File: config.mk
export PLATFORM = sky130hd
export DESIGN_NAME = usr_serial_deser
export DESIGN_NICKNAME = d
export VERILOG_FILES = /design/src/rtl/usr_serial_deser.sv
export SDC_FILE = /design/constraint.sdc
export NUM_CORES = 1
export LEC_CHECK = 0
export BUFFER_PORTS_ARGS = -buffer_cell sky130_fd_sc_hd__clkbuf_2
export CAP_MARGIN = 20
export CELL_PAD_IN_SITES_DETAIL_PLACEMENT = 0
export CELL_PAD_IN_SITES_GLOBAL_PLACEMENT = 1
export CORE_ASPECT_RATIO = 1.1
export CORE_MARGIN = 10
export CORE_UTILIZATION = 40
export CTS_CLUSTER_DIAMETER = 30
export DETAILED_ROUTE_END_ITERATION = 16
export GPL_TIMING_DRIVEN = 1
export PLACE_DENSITY = 0.75
export SLEW_MARGIN = 0
export SYNTH_ARGS = -nofsm -noshare
export SYNTH_HDL_FRONTEND = slang
export SYNTH_SLANG_ARGS = --single-unit
File: constraint.sdc
create_clock -name clk -period 3.1 [get_ports clk]
set_clock_uncertainty 0.1 [all_clocks]
set_input_delay 0.62 -clock clk [delete_from_list [all_inputs] [get_ports clk]]
set_output_delay 0.62 -clock clk [all_outputs]
set_load 0.05 [all_outputs]
File: src/rtl/usr_serial_deser.sv
// Serial frame receiver: start bit, WIDTH data bits, even-parity bit; the decoded word
// is held on a valid/ready output until the consumer takes it.
module usr_serial_deser #(
    parameter int WIDTH     = 4,
    parameter bit MSB_FIRST = 1'b0
) (
    input  logic             clk,
    input  logic             rst,
    input  logic             en,
    input  logic             sdin,
    output logic [WIDTH-1:0] dout,
    output logic             dout_valid,
    input  logic             dout_ready,
    output logic             par_err,
    output logic             ovf,
    output logic             busy,
    output logic [1:0]       state_dbg
);
    localparam int CW = (WIDTH > 2) ? $clog2(WIDTH) : 1;
    localparam logic [CW-1:0] CNT_LAST = CW'(WIDTH - 1);

    localparam logic [1:0] S_IDLE   = 2'd0;
    localparam logic [1:0] S_DATA   = 2'd1;
    localparam logic [1:0] S_PARITY = 2'd2;

    logic [1:0]       state_q, state_d;
    logic [CW-1:0]    cnt_q, cnt_d;
    logic [WIDTH-1:0] sreg_q, sreg_d;
    logic [WIDTH-1:0] dout_q, dout_d;
    logic             dout_valid_q, dout_valid_d;
    logic             par_err_q, par_err_d;
    logic             ovf_q, ovf_d;
    logic [CW-1:0]    bit_idx;
    logic             load_edge;
    logic             slot_free;

    assign bit_idx = MSB_FIRST ? (CNT_LAST - cnt_q) : cnt_q;

    // Frame FSM; en=0 edges leave state, counter and shift register untouched.
    always_comb begin
        state_d   = state_q;
        cnt_d     = cnt_q;
        sreg_d    = sreg_q;
        load_edge = 1'b0;
        if (en) begin
            case (state_q)
                S_IDLE: begin
                    if (sdin) begin
                        state_d = S_DATA;
                        cnt_d   = '0;
                    end
                end
                S_DATA: begin
                    sreg_d[bit_idx] = sdin;
                    if (cnt_q == CNT_LAST) state_d = S_PARITY;
                    else                   cnt_d   = cnt_q + CW'(1);
                end
                S_PARITY: begin
                    load_edge = 1'b1;
                    state_d   = S_IDLE;
                end
                default: state_d = S_IDLE;
            endcase
        end
    end

    // The holding slot frees up on the same edge the consumer takes the old word.
    always_comb begin
        slot_free    = !dout_valid_q || dout_ready;
        dout_d       = dout_q;
        par_err_d    = par_err_q;
        dout_valid_d = dout_valid_q;
        ovf_d        = 1'b0;
        if (load_edge && slot_free) begin
            dout_d       = sreg_q;
            par_err_d    = ^sreg_q ^ sdin;
            dout_valid_d = 1'b1;
        end else begin
            if (load_edge)                  ovf_d        = 1'b1;
            if (dout_valid_q && dout_ready) dout_valid_d = 1'b0;
        end
    end

    always_ff @(posedge clk or posedge rst) begin
        if (rst) begin
            state_q      <= S_IDLE;
            cnt_q        <= '0;
            sreg_q       <= '0;
            dout_q       <= '0;
            dout_valid_q <= 1'b0;
            par_err_q    <= 1'b0;
            ovf_q        <= 1'b0;
        end else begin
            state_q      <= state_d;
            cnt_q        <= cnt_d;
            sreg_q       <= sreg_d;
            dout_q       <= dout_d;
            dout_valid_q <= dout_valid_d;
            par_err_q    <= par_err_d;
            ovf_q        <= ovf_d;
        end
    end

    assign dout       = dout_q;
    assign dout_valid = dout_valid_q;
    assign par_err    = par_err_q;
    assign ovf        = ovf_q;
    assign busy       = (state_q == S_DATA) || (state_q == S_PARITY);
    assign state_dbg  = state_q;
endmodule
==> results of run 1 <==
==> through the flow <==
stage	hold slack (ps)	instance area (um2)
floorplan	385	782
global placement	372	878
detailed placement	375	878
CTS	293	905
global route	311	905
finish	275	905
==> cell families after synthesis <==
kind of cell             Yosys count  share of synthesized area (%)
multiplexers                      11                           15.8
buffers and inverters              7                           3.84
XOR/XNOR                           3                           5.12
AND/OR/NAND/NOR                   12                           8.32
flip-flops                        15                           48.0
adder cells (fa/ha/maj)            8                           12.8
AO/OA/AOI/OAI                      6                           6.08
==> cells in the final DEF (no fill, tap or decap) <==
master     netlist  routed
inv_2            1       1
clkbuf_4         0       3
a32oi_1          1       1
dfrtp_1         15      15
mux2_1          10      10
inv_1            5       5
nor2b_2          1       1
xnor3_1          1       1
a31oi_1          1       1
clkbuf_2         0      14
mux2_2           1       1
xor2_1           1       1
nand3_1          4       4
o211ai_1         2       2
nand2_1          2       2
and2_1           1       1
xnor2_1          1       1
ha_1             8       8
nand2b_1         2       2
clkbuf_1         0       1
o2bb2ai_1        2       2
nor2_1           1       1
nor2b_1          1       1
==> per-layer routing <==
layer  routed length (um)  up-vias  GRT usage (%)  share of wire (%)
li1                     -      245              -                  -
met1                  665      241           7.63                 47
met2                  656        9           12.2                 47
met3                   62        2           2.54                4.4
met4                   16        0           4.29                1.1
met5                    0        -              0                  0
==> flip-flops by register name, indices dropped and copies added (netlist names) <==
name,cells
bit_idx,2
dout,4
dout_valid,1
ovf,1
par_err,1
sreg_q,4
state_dbg,2
==> cell type report <==
class | count | area, um2 | area share, %
multi-input cells | 40 | 377 | 41.6
flip-flops and latches | 15 | 375 | 41.5
repair buffers | 14 | 70.1 | 7.75
well taps | 27 | 33.8 | 3.73
clock buffers | 4 | 26.3 | 2.90
inverters | 6 | 22.5 | 2.49
==> worst max path at each step <==
| stage | startpoint | endpoint | slack [ps] | cells past startpoint |
|---|---|---|---|---|
| after floorplan | state_dbg[1] | busy | 1020 | 2 |
| after global placement | state_dbg[0] | busy | 1360 | 3 |
| after detailed placement | en | par_err | 1350 | 4 |
| after CTS | state_dbg[0] | busy | 1040 | 3 |
| after global routing | state_dbg[0] | busy | 980 | 3 |
| final | state_dbg[0] | busy | 1060 | 3 |
==> run metrics, run 1 <==
final HPWL from detailed placement 1090 um; worst-skew pair later-pin latency 270 ps; post-synthesis register bit count 15; gr ovfl total 0; critical-path cell list inv_1 > ha_1 > clkbuf_2; drt pass-1 iters 2; share of cells above drive strength 1 25.3%; number of CTS-inserted buffers 3; status finished, final reports clean; gpl congestion 0.661; final worst-path cycle share 65.7%; largest delay contributor family on the critical path flip-flops; Req. time, crit path 2380 ps; crit path launch type flip-flop; measured slew at the worst slew-check pin 589 ps; Synth area leaders dfrtp_1 48%, mux2_1 14%, ha_1 13%; # rows 16; nets 93; top-count cell post-synth dfrtp_1; Post-synth EDFFs 0; worst reg2reg setup slack 1390 ps; RSZ-0062 raised after global routing no; PostCTS Resize Cnt 0; Routed wire per std cell 13.2 um; Ys Warns 0; Avg Cell Area, Syn 12.6 um2; max-slew violation count 0; kind of critical path flip-flop to primary output; Post-DRT Antenna Nets 0; Post-Place Worst Slack 1350 ps; vias in the first global route 520; Synth Flop Type dfrtp_1; Cells after Synth 62; Post-synth top cells 15 x dfrtp_1, 10 x mux2_1, 8 x ha_1, 5 x inv_1, 4 x nand3_1; initial antenna violation count 0; CP peak stage delay 420 ps; Layout area overhead 15.7%; CTS Root Cell clkbuf_4; worst reg-to-reg path cell count 5; worst min-delay path category input port to asynchronous set/reset pin; Rel. slew slack 60.7%; Post-synth ARST share 100%; Synth top area share 48.0%; Syn Std Cell Area 782 um2; # Post-CTS Setup Buffers 0; Clock Sinks 15; Netlist cell types 21; diode count 0; Worst R2R Start state_dbg[1]; setup TNS 0 ps; Worst EP arrival 1320 ps; first-pass GRT wire length 2390 um; Worst Path Max Fanout 5; core footprint 1820 um2; vias per inst 4.69; sequential fraction of the synthesis area 48.0%; total number of vias 497; Clk pin slew, worst setup/hold paths 90 ps; I/O pins 15; FILL cells 173; port bufs 14; CTS Hold Bufs 0; Buf/Inv on CP 2; GRT Overall Usage 7.20%; slack of the critical path 1060 ps; Horiz. Die Dim 62.2 um; Fmax achieved 0.491 GHz; min Tclk post-route 2040 ps; Die ar. 4130 um2; CTS tree done; 1st-iter DRT viols 5; Final setup viols 0; Total Wirelength 1400 um; CTS Buffer Depth 2; Cell Count, Final, Fillers Out 106; Synthesized Nets 75; starting density of the core 42.9%; chip height 66.4 um; Crit-path slowest cell dfrtp_1; area leader, netlist dfrtp_1; htree depth 1; largest net degree at the start of global routing 16; Final Util 49.7%; Placed Instances 102; Worst R2R End state_dbg[1]; Fin. Hold Viols 0; DRC 0; # Max-Cap Violations 0; crit end category primary output
Power of run 1 is not shown: default switching activity piles up to over one toggle a cycle in this logic, so the estimate is an artifact.
==> inputs of run 2 (changes only) <==
- ABC_AREA: default -> 1
- CORE_UTILIZATION: 40 -> 39
- PLACE_DENSITY: 0.75 -> 0.78
- clock period: 3.1 -> 2.1 ns (I/O delays scaled with it)
==> run 2 against run 1 <==
  * Hold slack got worse by 210 ps
  * Synthesized area decreased by 0.48%
  * Final area increased by 0.41%
  * Critical path type unchanged
  * Wire length increased by 3.8%
  * Sequential cell count unchanged
  * Die area increased by 1.4%
  * Global-route usage increased by 0.56 points
  * Critical path depth unchanged
  * Highest routed layer unchanged
==> run metrics, run 2 <==
CTS Root Cell clkbuf_4; register area 375 um2; Internal Power 0.677 mW; number of CTS-inserted buffers 3; sequential fraction of the synthesis area 48.2%; worst reg-to-reg path cell count 6; vias per inst 4.59; crit path launch type flip-flop; Final setup viols 0; Ys Warns 0; chip height 66.9 um; NetSw 0.739 mW; largest family of logic cells by synthesized area simple AND/OR/NAND/NOR gates; Fin. Hold Viols 0; min Tclk post-route 1870 ps; Buf/Inv on CP 2; Synth Flop Type dfrtp_1; Total Wirelength 1450 um; largest net degree at the start of global routing 16; most common cell after layout, fill and taps aside nand2_1; crit end category primary output; Post-Synth XOR/XNOR Area 1.13%; sequential share of power 34.4%; mux cell area share after synthesis 0%; CTS tree done; status finished, final reports clean; slack of the critical path 229 ps; port bufs 14; Synthesized Nets 103; Post-synth ARST share 100%; Cells after Synth 90; area occupied by multi-input gates 350 um2; Final Power 1.42 mW; worst hold slack 61.4 ps; # rows 16; first-pass GRT wire length 2630 um; PostCTS Resize Cnt 0; post-synthesis register bit count 15; starting density of the core 42.3%; setup TNS 0 ps; final HPWL from detailed placement 1160 um; Adder-Cell Fraction of Synth Area 12.9%; Worst EP arrival 1350 ps; Clock Sinks 15; gr ovfl total 0; I/O pins 15; # Post-CTS Setup Buffers 0; vias in the first global route 655; 1st-iter DRT viols 12; Avg Cell Area, Syn 8.65 um2; Layout area overhead 16.7%; Worst Path Max Fanout 5; initial antenna violation count 0; GRT Overall Usage 7.75%; Final Util 49.3%; Synth area leaders dfrtp_1 48%, nand2_1 13%, ha_1 13%; pwr/cell area 1560 nW/um2; Leakage 0.482 nW; kind of critical path flip-flop to primary output; core footprint 1840 um2; sw frac 52.2%; commonest non-fill, non-tap cells in the layout 27 x nand2_1, 15 x dfrtp_1, 14 x clkbuf_2; CTS Hold Bufs 0; area leader, netlist dfrtp_1; worst min-delay path category input port to asynchronous set/reset pin; Post-Place Worst Slack 530 ps; Syn Std Cell Area 778 um2; Synth Area in Compound Gates 11.3%; worst reg2reg setup slack 660 ps; drt pass-1 iters 5; Clk pin slew, worst setup/hold paths 90 ps; gpl congestion 0.690; Fmax achieved 0.534 GHz; measured slew at the worst slew-check pin 583 ps; Rel. slew slack 61.1%; top-count cell post-synth nand2_1; Routed wire per std cell 10.8 um; Area after DPL 882 um2; CP peak stage delay 430 ps; Post-synth EDFFs 0; Worst R2R Start state_dbg[1]; nets 122; Max VDD drop 0.765 mV; DRC 0; critical-path cell list inv_1 > ha_1 > clkbuf_2; worst-skew pair later-pin latency 290 ps; Die ar. 4180 um2; share of cells above drive strength 1 19.4%; Horiz. Die Dim 62.6 um; Req. time, crit path 1580 ps; # Max-Cap Violations 0; Final Instance Area 908 um2; largest delay contributor family on the critical path flip-flops; Synth top area share 48.2%; Cell Count, Final, Fillers Out 135; CTS Buffer Depth 2; Post-DRT Antenna Nets 0; Worst R2R End state_dbg[1]; Comb pwr share 53.7%; Netlist cell types 15; Post-synth top cells 27 x nand2_1, 15 x dfrtp_1, 13 x inv_1, 8 x ha_1, 8 x o21ai_0; RSZ-0062 raised after global routing no; total number of vias 620; htree depth 1; final worst-path cycle share 89.1%; post-synthesis simple-gate area fraction 19.8%; Placed Instances 131; max-slew violation count 0; FILL cells 189; Crit-path slowest cell dfrtp_1; Clk pwr share 11.9%; diode count 0
## run 2: cell count changes after synthesis, sizes merged, moves of 3 or more
cell,change
o21ai,+10
nand2,+26
a21oi,+3
mux2,-11
nand3,+3
inv,+8
## run 2: cell families (layout without fill, tap and decap cells)
logic type      after synthesis  count (layout)
simple gates                 38              38
flops                        15              15
compound gates               14              14
buf+inv                      14              32
fa+ha+maj                     8               8
xor+xnor                      1               1
## run 2: power groups by stage
| stage | sequential [mW] | clock (mW) | combinational [mW] |
|---|---|---|---|
| final | 0.487 | 0.169 | 0.761 |
| after global routing | 0.508 | 0.191 | 0.857 |
| after CTS | 0.488 | 0.174 | 0.778 |
| after detailed placement | 0.494 | 0 | 0.775 |
| after global placement | 0.487 | 0 | 0.765 |
| after floorplan | 0.704 | 0 | 0.400 |
## run 2: cell type report
cell class | instances | area share, %
clock buffer | 4 | 2.89
inverter | 14 | 5.79
multi-input combinational | 61 | 38.6
sequential | 15 | 41.3
tap | 27 | 3.72
timing repair buffer | 14 | 7.71
## run 2: how the worst max path moves through the flow
stage               depth (start not counted)  slack, ps   end          from
global route                                3        120  busy  state_dbg[0]
finish                                      3        230  busy  state_dbg[0]
global placement                            3        580  busy  state_dbg[0]
detailed placement                          3        530  busy  state_dbg[0]
floorplan                                   2        210  busy  state_dbg[1]
CTS                                         3        210  busy  state_dbg[0]
## run 2: per-layer routing
layer | track usage, % | vias to the layer above | wire [um]
li1 | - | 320 | -
met1 | 7.07 | 277 | 617
met2 | 14.5 | 18 | 689
met3 | 3.34 | 5 | 114
met4 | 4.19 | 0 | 32
met5 | 0 | - | 0
Note: power is estimated with default switching activity, not from simulation.
==> inputs of run 3 (changes only) <==
- clock period: 2.1 -> 1.9 ns (I/O delays scaled with it)
==> run 3 against run 2 <==
  * Combinational power increased by 12%
  * Total power rose by 11%
  * Critical path depth stayed put
==> run metrics, run 3 (synthesized netlist as in run 2, its figures left out) <==
# Max-Cap Violations 0; Horiz. Die Dim 62.6 um; Worst R2R Start state_dbg[1]; Worst Path Max Fanout 5; DRC 0; pwr/cell area 1720 nW/um2; min Tclk post-route 1780 ps; worst reg2reg setup slack 440 ps; GRT Overall Usage 7.48%; vias per inst 4.45; Layout area overhead 17.0%; Routed wire per std cell 10.3 um; Leakage 0.483 nW; diode count 0; worst min-delay path category input port to asynchronous set/reset pin; nets 122; htree depth 1; total number of vias 601; CTS Hold Bufs 0; most common cell after layout, fill and taps aside nand2_1; kind of critical path flip-flop to primary output; final worst-path cycle share 93.7%; Die ar. 4180 um2; Post-DRT Antenna Nets 0; Total Wirelength 1400 um; worst reg-to-reg path cell count 6; worst-skew pair later-pin latency 280 ps; first-pass GRT wire length 2460 um; # rows 16; max-slew violation count 0; I/O pins 15; number of CTS-inserted buffers 3; initial antenna violation count 0; gr ovfl total 0; Post-Place Worst Slack 372 ps; CTS Buffer Depth 2; RSZ-0062 raised after global routing no; 1st-iter DRT viols 13; largest net degree at the start of global routing 16; commonest non-fill, non-tap cells in the layout 27 x nand2_1, 15 x dfrtp_1, 13 x inv_1, 13 x clkbuf_2; CTS tree done; Worst EP arrival 1300 ps; gpl congestion 0.690; port bufs 14; crit end category primary output; measured slew at the worst slew-check pin 568 ps; Fin. Hold Viols 0; Fmax achieved 0.562 GHz; slack of the critical path 120 ps; PostCTS Resize Cnt 0; Clock Sinks 15; setup TNS 0 ps; chip height 66.9 um; CTS Root Cell clkbuf_4; crit path launch type flip-flop; status finished, final reports clean; core footprint 1840 um2; starting density of the core 42.3%; drt pass-1 iters 4; Max VDD drop 0.975 mV; FILL cells 202; Worst R2R End state_dbg[1]; Req. time, crit path 1420 ps; vias in the first global route 601; Clk pin slew, worst setup/hold paths 90 ps; Final setup viols 0; final HPWL from detailed placement 1130 um; Rel. slew slack 62.1%; share of cells above drive strength 1 19.4%; # Post-CTS Setup Buffers 0
==> run 3: changes by cell type in the layout (fill, tap and decap cells not counted) <==
cell / previous run / this run
clkbuf_4: 3 / 4
clkbuf_2: 14 / 13
==> run 3: how the worst max path moves through the flow <==
| stage | from | endpoint | slack (ps) | cells after the start |
|---|---|---|---|---|
| floorplan | state_dbg[1] | busy | 50 | 2 |
| global placement | state_dbg[0] | busy | 420 | 3 |
| detailed placement | state_dbg[0] | busy | 370 | 3 |
| CTS | state_dbg[0] | busy | 40 | 3 |
| global route | state_dbg[0] | busy | 30 | 3 |
| finish | state_dbg[0] | busy | 120 | 3 |
==> run 3: critical path, cell delays in order (launching register included) <==
cell	delay [ps]
dfrtp_1	420
inv_1	90
ha_1	290
clkbuf_4	210
==> run 3: metal layers <==
metal	wire length (um)	global-route usage, %	vias to the layer above
met1	648	7.37	265
li1	-	-	317
met2	625	12.7	15
met3	94	3.34	4
met5	0	0	-
met4	28	5.03	0
==> run 3: final cells by class <==
type	instances	area, um2	area share, %
multi-input cells	61	350	38.5
flip-flops and latches	15	375	41.2
clock buffers	4	26.3	2.88
repair buffers	14	72.6	7.97
well taps	27	33.8	3.71
inverters	14	52.6	5.77
==> run 3: per-stage QoR <==
stage / std cells / power [mW] / cell area [um2] / util (%) / hold slack (ps)
6_report: 135 / 1.57 / 911 / 49.5 / 19.5
5_1_grt: 135 / 1.72 / 911 / 49.5 / 60.2
4_1_cts: 135 / 1.59 / 908 / 49.3 / 32.9
3_5_place_dp: 131 / 1.40 / 882 / 47.9 / 349
3_3_place_gp: 131 / 1.38 / 882 / 47.9 / 353
2_1_floorplan: 90 / 1.22 / 778 / - / 181
==> run 3: report_power, final <==
part | internal (mW) | leakage [nW] | switching [mW]
clock network | 0.0815 | 0.0150 | 0.101
logic | 0.235 | 0.272 | 0.614
registers | 0.443 | 0.196 | 0.0947
total | 0.760 | 0.483 | 0.809
